File: src/rtl/readout_pkg.sv
// Shared state encoding, marker nibbles and word builders for the event readout path.
// Build option READOUT_CHECKSUM_EN adds a CHKSUM state for the trailing XOR word.
// Channel count and counter widths are fixed by the 16-channel front end.
package readout_pkg;

  localparam int CH_NUM = 16;
  localparam int CH_W   = 4;
  localparam int WORD_W = 16;
  localparam int CNT_W  = 12;

  localparam logic [3:0] HDR_MARK = 4'hA;
  localparam logic [3:0] CH_MARK  = 4'hC;
  localparam logic [3:0] TRL_MARK = 4'hE;

  // State names the section of the word most recently loaded into the output register
  typedef enum logic [2:0] {
    IDLE,
    HEADER,
    CH_HDR,
    CH_DATA,
    TRAILER,
`ifdef READOUT_CHECKSUM_EN
    CHKSUM,
`endif
    DONE
  } state_t;

  function automatic logic [WORD_W-1:0] hdr_word(input logic [CNT_W-1:0] evt);
    return {HDR_MARK, evt};
  endfunction

  function automatic logic [WORD_W-1:0] ch_hdr_word(input logic [CH_W-1:0] ch);
    return {CH_MARK, 8'h00, ch};
  endfunction

  function automatic logic [WORD_W-1:0] trl_word(input logic [CNT_W-1:0] words);
    return {TRL_MARK, words};
  endfunction

endpackage

File: src/rtl/next_channel_finder.sv
// Purpose: lowest set bit of the active mask above the current channel (or from 0).
// Latency: purely combinational.
// Backpressure: none; evaluated every cycle by the sequencer.
module next_channel_finder
  import readout_pkg::*;
(
  input  logic [CH_NUM-1:0] mask,
  input  logic [CH_W-1:0]   cur,
  input  logic              from_start,
  output logic [CH_W-1:0]   ch,
  output logic              none
);

  // Scan downward so the lowest qualifying index is the last one written
  always_comb begin
    ch   = '0;
    none = 1'b1;
    for (int i = CH_NUM - 1; i >= 0; i--) begin
      if (mask[i] && (from_start || (i > int'(cur)))) begin
        ch   = CH_W'(i);
        none = 1'b0;
      end
    end
  end

endmodule

File: src/rtl/event_readout_sequencer.sv
// Purpose: walk unmasked channel FIFOs and serialise one framed event; optional READOUT_CHECKSUM_EN appends an XOR word.
// Latency: header valid the cycle after read_submit, then one word per cycle with ready high.
// Backpressure: registered output slot loads only when empty or accepted; stalled words are held and nothing is popped.
module event_readout_sequencer
  import readout_pkg::*;
#(
  parameter int                WORDS_PER_CH = 64,
  parameter int                MAX_WAIT     = 1000,
  parameter logic [WORD_W-1:0] PAD_WORD     = 16'hDEAD
) (
  input  logic               clk,
  input  logic               rst,
  input  logic               read_submit,
  input  logic               live_rising,
  input  logic [CH_NUM-1:0]  input_mask,
  input  logic [CH_NUM-1:0]  ch_empty,
  input  logic [WORD_W-1:0]  ch_data,
  output logic [CH_W-1:0]    ch_sel,
  output logic               ch_rd_en,
  output logic [WORD_W-1:0]  out_data,
  output logic               out_valid,
  input  logic               out_ready,
  output logic [CH_NUM-1:0]  clear_request,
  output logic               busy,
  output logic               overlap_err,
  output logic               underrun_err,
  output logic [CNT_W-1:0]   event_cnt
);

  localparam int                WAIT_W   = (MAX_WAIT < 1) ? 1 : $clog2(MAX_WAIT + 1);
  localparam logic [WAIT_W-1:0] WAIT_LIM = WAIT_W'(MAX_WAIT);
  localparam logic [CNT_W-1:0]  WORD_LIM = CNT_W'(WORDS_PER_CH);

  state_t              state, state_n;
  logic [CH_NUM-1:0]   act_mask;
  logic [CNT_W-1:0]    word_cnt;
  logic [CNT_W-1:0]    frame_words;
  logic [WAIT_W-1:0]   wait_cnt;
  logic                slot_free;
  logic                load;
  logic                accept;
  logic                advance;
  logic                cnt_inc;
  logic                wait_inc;
  logic                pad;
  logic [WORD_W-1:0]   load_word;
  logic [CH_W-1:0]     sel_n;
  logic [CH_W-1:0]     nxt_ch;
  logic                nxt_none;
  logic                from_start;

`ifdef READOUT_CHECKSUM_EN
  logic [WORD_W-1:0]   csum;
`endif

  assign slot_free  = !out_valid || out_ready;
  assign busy       = (state != IDLE);
  assign from_start = (state == HEADER);

  next_channel_finder u_find (
    .mask       (act_mask),
    .cur        (ch_sel),
    .from_start (from_start),
    .ch         (nxt_ch),
    .none       (nxt_none)
  );

  // Next-state, output-slot load selection and FIFO pop decision
  always_comb begin
    state_n       = state;
    load          = 1'b0;
    load_word     = '0;
    accept        = 1'b0;
    advance       = 1'b0;
    cnt_inc       = 1'b0;
    wait_inc      = 1'b0;
    pad           = 1'b0;
    ch_rd_en      = 1'b0;
    sel_n         = ch_sel;
    clear_request = '0;
    case (state)
      IDLE: begin
        // The slot is always empty here: DONE is reached only after the last handshake
        if (read_submit) begin
          accept    = 1'b1;
          load      = 1'b1;
          load_word = hdr_word(event_cnt);
          state_n   = HEADER;
        end
      end
      HEADER: advance = slot_free;
      CH_HDR, CH_DATA: begin
        if (slot_free) begin
          if (word_cnt == WORD_LIM) begin
            advance = 1'b1;
          end else if (!ch_empty[ch_sel]) begin
            load      = 1'b1;
            load_word = ch_data;
            ch_rd_en  = 1'b1;
            cnt_inc   = 1'b1;
            state_n   = CH_DATA;
          end else if (wait_cnt == WAIT_LIM) begin
            // Give up on this word: pad it, do not pop, keep the frame length fixed
            load      = 1'b1;
            load_word = PAD_WORD;
            pad       = 1'b1;
            cnt_inc   = 1'b1;
            state_n   = CH_DATA;
          end else begin
            wait_inc = 1'b1;
          end
        end
      end
`ifdef READOUT_CHECKSUM_EN
      TRAILER: begin
        if (slot_free) begin
          load      = 1'b1;
          load_word = csum;
          state_n   = CHKSUM;
        end
      end
      CHKSUM: begin
        if (out_valid && out_ready) state_n = DONE;
      end
`else
      TRAILER: begin
        if (out_valid && out_ready) state_n = DONE;
      end
`endif
      DONE: begin
        clear_request = act_mask;
        state_n       = IDLE;
      end
      default: state_n = IDLE;
    endcase
    // Shared hand-off: open the next active channel block or close with the trailer
    if (advance) begin
      load = 1'b1;
      if (!nxt_none) begin
        load_word = ch_hdr_word(nxt_ch);
        sel_n     = nxt_ch;
        state_n   = CH_HDR;
      end else begin
        load_word = trl_word(frame_words);
        state_n   = TRAILER;
      end
    end
  end

  // State register
  always_ff @(posedge clk or posedge rst) begin
    if (rst) state <= IDLE;
    else     state <= state_n;
  end

  // Output register, channel pointer and per-frame counters
  always_ff @(posedge clk or posedge rst) begin
    if (rst) begin
      out_data    <= '0;
      out_valid   <= 1'b0;
      ch_sel      <= '0;
      act_mask    <= '0;
      word_cnt    <= '0;
      frame_words <= '0;
      wait_cnt    <= '0;
    end else begin
      if (load) begin
        out_data  <= load_word;
        out_valid <= 1'b1;
      end else if (out_ready) begin
        out_valid <= 1'b0;
      end
      ch_sel <= sel_n;
      if (accept) act_mask <= ~input_mask;
      if (advance)      word_cnt <= '0;
      else if (cnt_inc) word_cnt <= word_cnt + 12'd1;
      if (accept) frame_words <= 12'd1;
      else if (load && (state_n == CH_HDR || state_n == CH_DATA)) frame_words <= frame_words + 12'd1;
      // Every loaded word restarts the empty-FIFO patience window
      if (load)          wait_cnt <= '0;
      else if (wait_inc) wait_cnt <= wait_cnt + WAIT_W'(1);
    end
  end

`ifdef READOUT_CHECKSUM_EN
  // Running XOR of every word loaded since the header, trailer included
  always_ff @(posedge clk or posedge rst) begin
    if (rst)         csum <= '0;
    else if (accept) csum <= load_word;
    else if (load)   csum <= csum ^ load_word;
  end
`endif

  // Event counter and sticky errors; live_rising wins over a same-cycle set
  always_ff @(posedge clk or posedge rst) begin
    if (rst) begin
      event_cnt    <= '0;
      overlap_err  <= 1'b0;
      underrun_err <= 1'b0;
    end else begin
      if (state == DONE) event_cnt <= event_cnt + 12'd1;
      if (live_rising) begin
        overlap_err  <= 1'b0;
        underrun_err <= 1'b0;
      end else begin
        if (read_submit && busy) overlap_err <= 1'b1;
        if (pad)                 underrun_err <= 1'b1;
      end
    end
  end

endmodule
File: config.mk
export PLATFORM = sky130hd
export DESIGN_NAME = event_readout_sequencer
export DESIGN_NICKNAME = d
export VERILOG_FILES = /design/src/rtl/readout_pkg.sv /design/src/rtl/next_channel_finder.sv /design/src/rtl/event_readout_sequencer.sv
export SDC_FILE = /design/constraint.sdc
export NUM_CORES = 1
export LEC_CHECK = 0
export CORE_MARGIN = 3
export CORE_UTILIZATION = 35
export DETAILED_ROUTE_END_ITERATION = 10
export SLEW_MARGIN = 5
export SYNTH_ARGS = -nofsm -noshare
export SYNTH_HDL_FRONTEND = slang
export SYNTH_SLANG_ARGS = --single-unit
File: constraint.sdc
create_clock -name clk -period 4.9 [get_ports clk]
set_input_delay 1.225 -clock clk [delete_from_list [all_inputs] [get_ports clk]]
set_output_delay 1.225 -clock clk [all_outputs]
set_load 0.03 [all_outputs]
==> metrics.cfg <==
[clock_network]
cts.clk_slew.worst_paths_ns=0.06
clock_tree.root_cell=sky130_fd_sc_hd__clkbuf_16
ctsHtreeMaxLevel=3
max-clock-path-buffers=2
post_cts_resized=0
clock_sinks=88
post-cts-setup-buffer-count=0
worst_skew_pair.late_latency_ns=0.34
cts_hold_repair.buffers=0
cts_buf_count=9
tritoncts=done

[timing]
fin_setup_tns_ns=0
report.final.setup_viol=0
tightestPinTransition_ns=1.17
hold-worst-slack_ns=0.502
grt_setup_unrepaired=no
layout_setup_ws_ns=0.410
period_minus_slack_ns=4.49
finalHoldViolCount=0
max_clock_freq_mhz=223
maxSlewViolCount=0
layout_worst_path_cycle_share_pct=91.6
slew_headroom_pct=21.6
clock_skew_ns=0.00836

[floorplanning]
floorplan.die.height_um=124
initial_core_util_pct=36.1
core_region_area_um2=13400
io_pins=106
die_w_um=124
floorplan.rows=42
die-area_um2=15300

[global_routing]
grt_util_all_layers_pct=18.5
grt_first_pass_wirelength_mm=22.0
grt_antenna_before_repair=0
first_global_vias=4226
globalRouteOverflowTotal=0
maximum_number_of_pins_on_one_net_before_global_route_repair=40

[logic_synthesis]
synth_simple_gate_area_share_pct=23.1
area_share_of_xor_xnor_cells_in_the_synthesized_design_pct=5.25
postSynthCellCount=531
yosys_cell_types=67
synth-adder-area-share_pct=1.55
synthArstFlopShare_pct=100
synth.ff_latch_count=88
synth_top_family_by_area=simple AND/OR/NAND/NOR gates
yosysWarnings=0
post_synth_mux_area_share_pct=3.18
syn_avg_cell_area_um2=9.11
seq_area_frac_synth_pct=45.5
synth_top_cells_by_count=sky130_fd_sc_hd__dfrtp_1, sky130_fd_sc_hd__nand2_1, sky130_fd_sc_hd__nor2_1
post_synth_main_area_contributors=sky130_fd_sc_hd__dfrtp_1, sky130_fd_sc_hd__nand2_1, sky130_fd_sc_hd__o21ai_0, sky130_fd_sc_hd__nor2_1, sky130_fd_sc_hd__xnor2_1
synth-edff-count=0
share_of_the_synthesized_area_in_compound_gates_ao_oa_aoi_oai_pct=17.3
yosys.area.top_type_share_pct=45.5
synth_nets=590
post-synth-top-count-cell=sky130_fd_sc_hd__dfrtp_1
post_synth_instance_area_um2=4840
synth_largest_area_cell=sky130_fd_sc_hd__dfrtp_1
postSynth.topFlopCell=sky130_fd_sc_hd__dfrtp_1

[routing]
routed_wire_length_mm=13.8
first_pass_iters=5
route.detailed.drc=0
wl_per_cell_um=17.2
drt_iter0_drc=357
antenna_left=0
route.detailed.vias_per_inst=5.41
detailroute.via_count=4345

[worst_setup_path]
timing.critical_path.to_type=primary output
critical_path_class=input port to primary output
worst-path-max-fanout=2
cp_data_required_time_ns=3.67
worstRegToRegCells=8
worstPathArrival_ns=3.27
crit_path_start_kind=input port

[power_and_ir_drop]
max-vdd-ir-drop_v=0.000252
power_density_nw_per_um2=574
leakage_uw=0.00257
power_uw=3620

[placement]
placedCellCount=789
placement.io_buffers=105
gp_routability_congestion=0.816
hpwl_mm=10.0
dp_worst_setup_slack_ns=0.392

[worst_hold_path]
holdPathStages=2
hold_class=register to register

[flow_run]
total_of_max_cap_violations=0

[run_status]
status=finished clean

[cells_and_area]
multiInputGateArea_um2=2450
antenna_cells_inserted=0
num-nets-final=683
filler_cell_count=1294
synthToLayoutAreaGrowth_pct=30.3
layout.area.seq_um2=2200
instances_no_fill=803
post_route_cells_drive_above_1_share_pct=5.74

[path summary, 6_finish.rpt]
path,start,endpoint,slack (ns)
setup / recovery,ch_empty[7],ch_rd_en,0.41
hold / removal,overlap_err,overlap_err,0.50
setup reg to reg,ch_sel[0],frame_words[8],1.29
hold reg to reg,overlap_err,overlap_err,0.50
max in group asynchronous,rst,act_mask[9],2.86
min in group asynchronous,rst,event_cnt[11],1.23
[metrics by stage]
stage	utilization, %	area (um2)
global placement	45.1	6040
CTS	47.0	6290
global route	47.0	6300
floorplan	-	4840
detailed placement	45.1	6040
finish	47.0	6300
[kinds of logic after synthesis]
kind of cell / count (synthesis)
and+or+nand+nor: 225
AOI/OAI and AO/OA: 127
DFF: 88
buffers and inverters: 47
xor gates and xnor gates: 29
muxes: 9
adders and majority gates: 6
[where the power goes]
part           leakage, uW  switching, uW  internal [uW]
Sequential         0.00113            307            945
Combinational      0.00132           1030            722
Clock             0.000126            265            352
Total              0.00257           1600           2020
[registers in the layout, indices dropped and copies added (netlist names)]
register      flops
act_mask         16
out_data         16
event_cnt        12
frame_words      12
word_cnt         12
wait_cnt         10
ch_sel            4
state             3
out_valid         1
overlap_err       1
underrun_err      1
[per-layer routing]
layer	global-route usage, %	vias to the layer above	part of all wire, %
met5	0	-	0
met4	6.23	0	1.1
met3	3.43	11	5.2
met2	27.4	130	46
met1	27.3	2120	48
li1	-	2084	-
[placed cells by master, fill, tap and decap left out, types with 5 or more instances in the layout]
cell and n:
sky130_fd_sc_hd__nor2_1 51, sky130_fd_sc_hd__mux4_2 5, sky130_fd_sc_hd__nand3_1 16, sky130_fd_sc_hd__clkdlybuf4s50_1 104, sky130_fd_sc_hd__and2_1 18, sky130_fd_sc_hd__xor2_1 14, sky130_fd_sc_hd__a31oi_1 8, sky130_fd_sc_hd__a21oi_1 16
sky130_fd_sc_hd__clkbuf_16 9, sky130_fd_sc_hd__o31ai_1 8, sky130_fd_sc_hd__a41oi_1 6, sky130_fd_sc_hd__a211oi_1 5, sky130_fd_sc_hd__xnor2_1 15, sky130_fd_sc_hd__a22oi_1 5, sky130_fd_sc_hd__o21ai_0 41, sky130_fd_sc_hd__nand4_1 15
sky130_fd_sc_hd__and3_1 5, sky130_fd_sc_hd__or3_1 5, sky130_fd_sc_hd__dfrtp_1 88, sky130_fd_sc_hd__nor3_1 13, sky130_fd_sc_hd__buf_4 11, sky130_fd_sc_hd__nand2_1 73, sky130_fd_sc_hd__o21a_1 6, sky130_fd_sc_hd__inv_1 13
sky130_fd_sc_hd__ha_1 6
[cell type report]
cell class | instances | area share, %
Multi-Input combinational cell | 396 | 38.8
Tap cell | 176 | 3.49
Clock inverter | 1 | 0.0794
Sequential cell | 88 | 34.9
Clock buffer | 13 | 3.97
Inverter | 14 | 0.854
Timing Repair Buffer | 115 | 17.8
[critical path, cell delays in order]
cell and delay (ns):
sky130_fd_sc_hd__clkdlybuf4s50_1 0.41, sky130_fd_sc_hd__mux4_2 0.47, sky130_fd_sc_hd__mux4_2 0.53, sky130_fd_sc_hd__nor3_1 0.37
sky130_fd_sc_hd__buf_4 0.25
Note: power is estimated with default switching activity, not from simulation.
==> RTL change 1, RTL diff (config.mk and constraints unchanged) <==
One comparison of `wait_cnt` changes from == to >=.
--- a/src/rtl/event_readout_sequencer.sv
+++ b/src/rtl/event_readout_sequencer.sv
@@ -101,3 +101,3 @@
             state_n   = CH_DATA;
-          end else if (wait_cnt == WAIT_LIM) begin
+          end else if (wait_cnt >= WAIT_LIM) begin
             // Give up on this word: pad it, do not pop, keep the frame length fixed
Check against the original RTL: no difference found for any inputs over 4 cycles, from zero or initial values and one cycle with rst high; that may be too few to reach the edited logic, so the function may still have changed.
==> RTL change 1 against the original RTL <==
Wire length rose by 0.60%. Maximum frequency fell by 0.22%. Worst setup slack got worse by 9.7 ps. Power rose by 11%. Critical path type unchanged. Area after synthesis rose by 3.6%. Sequential cell count did not move. Cell area rose by 4.1%. Combinational power rose by 17%.
==> RTL change 1: results (changes against the original RTL) <==
| Metric | Value |
|---|---|
| Port Buf Inserts | 105 (unchanged) |
| Min-delay src | wait_cnt[9]$_DFFE_PP0P_ |
| R2R cell count | 7 (-1) |
| Final clock skew | 8.606 ps (+0.2454 ps) |
| H-tree depth | 3 (unchanged) |
| Worst EP arrival | 3280 ps (about the same) |
| Leakage power | 2.684 nW (+4.3%) |
| Postcts setup bufs | 0 (unchanged) |
| CTS-repair resized insts | 0 (unchanged) |
| Synth warn | 0 (unchanged) |
| Final wirelength | 13,910 µm (+0.60%) |
| Final nets | 717 (+5.0%) |
| Ratio of cells with drive above 1 in the final layout | 0.07692 (+0.01951) |
| Distinct cells, synth | 67 (unchanged) |
| First-pass detailed-route iteration total | 5 (unchanged) |
| Cells on Worst Hold Path | 1 (-1) |
| Clock Tree Root | clkbuf_16 |
| Commonest cells post-synth | dfrtp_1, nand2_1, nor2_1 |
| Fmax | 222.2 MHz (-0.22%) |
| Worst Hold Path EP | wait_cnt[9]$_DFFE_PP0P_ |
| Relative slew slack | 0.3388 (+0.1227) |
| TritonCTS Buffers | 9 (unchanged) |
| Vias | 4,519 (+4.0%) |
| Largest net degree at the start of global routing | 58 (+45%) |
| Gpl congestion | 0.9323 (+14%) |
| Seq/Total Area, Yosys | 0.4396 (-0.01581) |
| Fill count | 1,301 (+0.54%) |
| FFs w/ async S/R, synth | 1.000 (unchanged) |
| Area growth, synth to finish | 30.94% |
| FF-to-FF setup slack | 1780 ps (+490 ps) |
| Global-route wire length before repair | 23,350 µm (+6.2%) |
| Critical-path top delay cell | mux4_2 |
| Top FF cell, synth | dfrtp_1 |
| Delay of the slowest critical-path stage | 500 ps (-30 ps) |
| Initial antenna violation count | 0 (unchanged) |
| Mapped Nets | 620 (+5.1%) |
| Longest Clk Path Bufs | 2 (unchanged) |
| Total GRT Usage | 0.1811 (-0.004043) |
| Biggest regs | act_mask: 16 flops, out_data: 16 flops |
| Initial DRC count | 334 (-6.4%) |
| Reg-to-Reg End | out_data[0]$_DFFE_PP0N_ |
| CP Max Fanout | 6 (+4) |
| Worst min path class | flip-flop to flip-flop |
| Peak supply drop | 0.0002488 V (-1.3%) |
| Reg2reg start | ch_sel[3]$_DFFE_PP0P_ |
| DP HPWL | 10,260 µm (+2.6%) |
| Post-placement cell area | 6238 µm² (+3.3%) |
| Status | finished, final reports clean |
| Pre-CTS setup slack | 437.5 ps (+45.11 ps) |
| Synth top area cells | dfrtp_1, nand2_1, o21ai_0 |
| Vias in the first global route | 4,593 (+8.7%) |
| # diodes | 0 (unchanged) |
-- RTL change 1: power by group --
part	internal [mW]	leakage, nW	switching (mW)
Clock	0.458	0.158	0.286
Sequential	0.955	1.13	0.289
Combinational	0.811	1.39	1.23
Total	2.22	2.68	1.81
-- RTL change 1: cell type report --
cell class	instances	area share
clock buffer	10	0.03643
clock inverter	6	0.01259
inverter	16	0.009346
multi-input combinational	424	0.3958
sequential	88	0.3357
tap	180	0.03433
timing repair buffer	119	0.1759
-- RTL change 1: worst max path at each step --
stage | slack [ps] | from | endpoint | cells past startpoint
global route | 350 | ch_empty[7] | ch_rd_en | 7
finish | 400 | ch_empty[7] | ch_rd_en | 7
floorplan | 1160 | ch_empty[7] | ch_rd_en | 5
CTS | 430 | ch_empty[7] | ch_rd_en | 7
global placement | 510 | ch_empty[7] | ch_rd_en | 7
detailed placement | 440 | ch_empty[7] | ch_rd_en | 7
-- RTL change 1: cell families (layout without fill, tap and decap cells) --
kind of cell,count (synthesis),in the layout,share of synthesized area
buffers and inverters,49,151,0.04221
multiplexers,6,6,0.02223
XOR/XNOR,28,28,0.04895
AO/OA/AOI/OAI,140,140,0.1896
flip-flops,88,88,0.4396
adder cells (fa/ha/maj),6,6,0.01498
AND/OR/NAND/NOR,244,244,0.2425
-- RTL change 1: metrics by stage --
step	cells	hold WS (ps)
after CTS	843	494.7
after global placement	827	473.2
after global routing	843	533.5
after floorplan	561	457.8
after detailed placement	827	481.0
final	843	492.9
-- RTL change 1: critical path: cells and delay by family --
kind,cells,cell delay (ps)
simple gates,2,470
buf+inv,3,860
compound gates,1,220
mux,1,500
-- RTL change 1: layer usage --
layer	part of all wire	global-route usage
met2	0.47	0.2848
met5	0	0
met4	0.022	0.07015
met3	0.038	0.03053
met1	0.47	0.2511
==> RTL change 2, RTL diff (same settings) <==
Without the edit above. Change the package constant `CH_NUM` from 16 to 17.
--- a/src/rtl/readout_pkg.sv
+++ b/src/rtl/readout_pkg.sv
@@ -5,3 +5,3 @@
 
-  localparam int CH_NUM = 16;
+  localparam int CH_NUM = 17;
   localparam int CH_W   = 4;
Ports: changed (resized ch_empty, clear_request and input_mask); port bits go from 106 to 109. No check against the original RTL was run, so the function may have changed too.
==> RTL change 2 against the original RTL <==
Worst setup slack better by 85 ps. Area after synthesis is 2.6% higher. Clock skew down 2.5 ps. First-iteration DRC count shrank 5.0%. Power down 0.59%. Wire length is 0.36% lower. Sequential cell count grew 1. Cell area increased by 3.6%. Highest routed layer unchanged.
==> RTL change 2: results (changes against the original RTL) <==
| Metric | Value |
|---|---|
| Mapped Nets | 613 (+3.9%) |
| Total GRT Usage | 0.1759 (-0.009288) |
| Detail Route met2 WL | 6649 µm (+4.6%) |
| Relative slew slack | 0.4604 (+0.2442) |
| Placed Instances | 817 (+3.5%) |
| Worst Hold Path EP | out_data[12]$_DFFE_PP0N_ |
| Comb pwr share | 0.469 (-0.014) |
| Sw frac | 0.4252 (-0.01674) |
| Final nets | 713 (+4.4%) |
| Synth top area cells | dfrtp_1, nand2_1, o21ai_0 |
| Vias in the first global route | 4,379 (+3.6%) |
| Min-delay src | out_data[12]$_DFFE_PP0N_ |
| Port Buf Inserts | 107 (+1.9%) |
| Met3 Usage GRT | 0.02388 (-0.01043) |
| Met2 usage in global routing | 0.2863 (+0.01277) |
| Power share of the clock group | 0.193 (+0.023) |
| Initial DRC count | 339 (-5.0%) |
| FF-to-FF setup slack | 1600 ps (+310 ps) |
| Syn Area/Cell | 8.985 µm² (-1.3%) |
| Peak supply drop | 0.0002697 V (+7.0%) |
| Seq/Total Area, Yosys | 0.4490 (-0.006327) |
| Global-route wire length before repair | 22,640 µm (+3.0%) |
| Biggest regs | act_mask: 17 flops, out_data: 16 flops |
| Commonest cells post-synth | dfrtp_1, nand2_1, o21ai_0 |
| DP HPWL | 10,030 µm (+0.34%) |
| WL per Instance | 16.53 µm (-4.0%) |
| Status | finished, final reports clean |
| Reg2reg start | ch_sel[1]$_DFFE_PP0P_ |
| Final std cells w/o fill | 833 (+3.7%) |
## RTL change 2: changes by cell type after synthesis, sizes merged, moves of 4 or more
cell,change
and3,+5
nand2,-6
a21oi,+8
nand4,-8
nand3,+10
o21ai,+5
nand2b,+4
nor2,-5
buf,-4
## RTL change 2: area by class of cell
class                           count  area, µm²
Inverter                           16      61.31
Clock inverter                      6      68.82
Timing Repair Buffer              121       1174
Sequential cell                    89       2227
Multi-Input combinational cell    415       2549
Clock buffer                       10      229.0
Tap cell                          176      220.2
Fill cell                        1318       7029
## RTL change 2: cell families (layout without fill, tap and decap cells)
family / Yosys count / count (layout) / share of synthesized area
and+or+nand+nor: 229 / 229 / 0.2293
muxes: 10 / 10 / 0.03305
adders and majority gates: 6 / 6 / 0.01514
DFF: 89 / 89 / 0.4490
AOI/OAI and AO/OA: 143 / 143 / 0.1877
xor gates and xnor gates: 27 / 27 / 0.04768
buffers and inverters: 48 / 153 / 0.03809
## RTL change 2: how the worst max path moves through the flow
stage                            start       end  slack (ps)  cells after the start
final                     ch_empty[12]  ch_rd_en         500                      5
after detailed placement  ch_empty[14]  ch_rd_en         450                      5
after global routing       ch_empty[7]  ch_rd_en         420                      5
after CTS                 ch_empty[14]  ch_rd_en         440                      5
after floorplan           ch_empty[15]  ch_rd_en         510                      3
after global placement    ch_empty[15]  ch_rd_en         470                      5
## RTL change 2: per-stage QoR
stage / setup slack [ps] / hold WS, ps / area [µm²] / power [mW]
3_5_place_dp: 449.5 / 459.2 / 6231 / 2.917
5_1_grt: 422.8 / 516.4 / 6529 / 3.862
2_1_floorplan: 509.5 / 454.7 / 4960 / 2.315
3_3_place_gp: 466.4 / 460.9 / 6231 / 2.877
4_1_cts: 444.1 / 475.5 / 6529 / 3.623
6_report: 495.1 / 475.2 / 6529 / 3.595
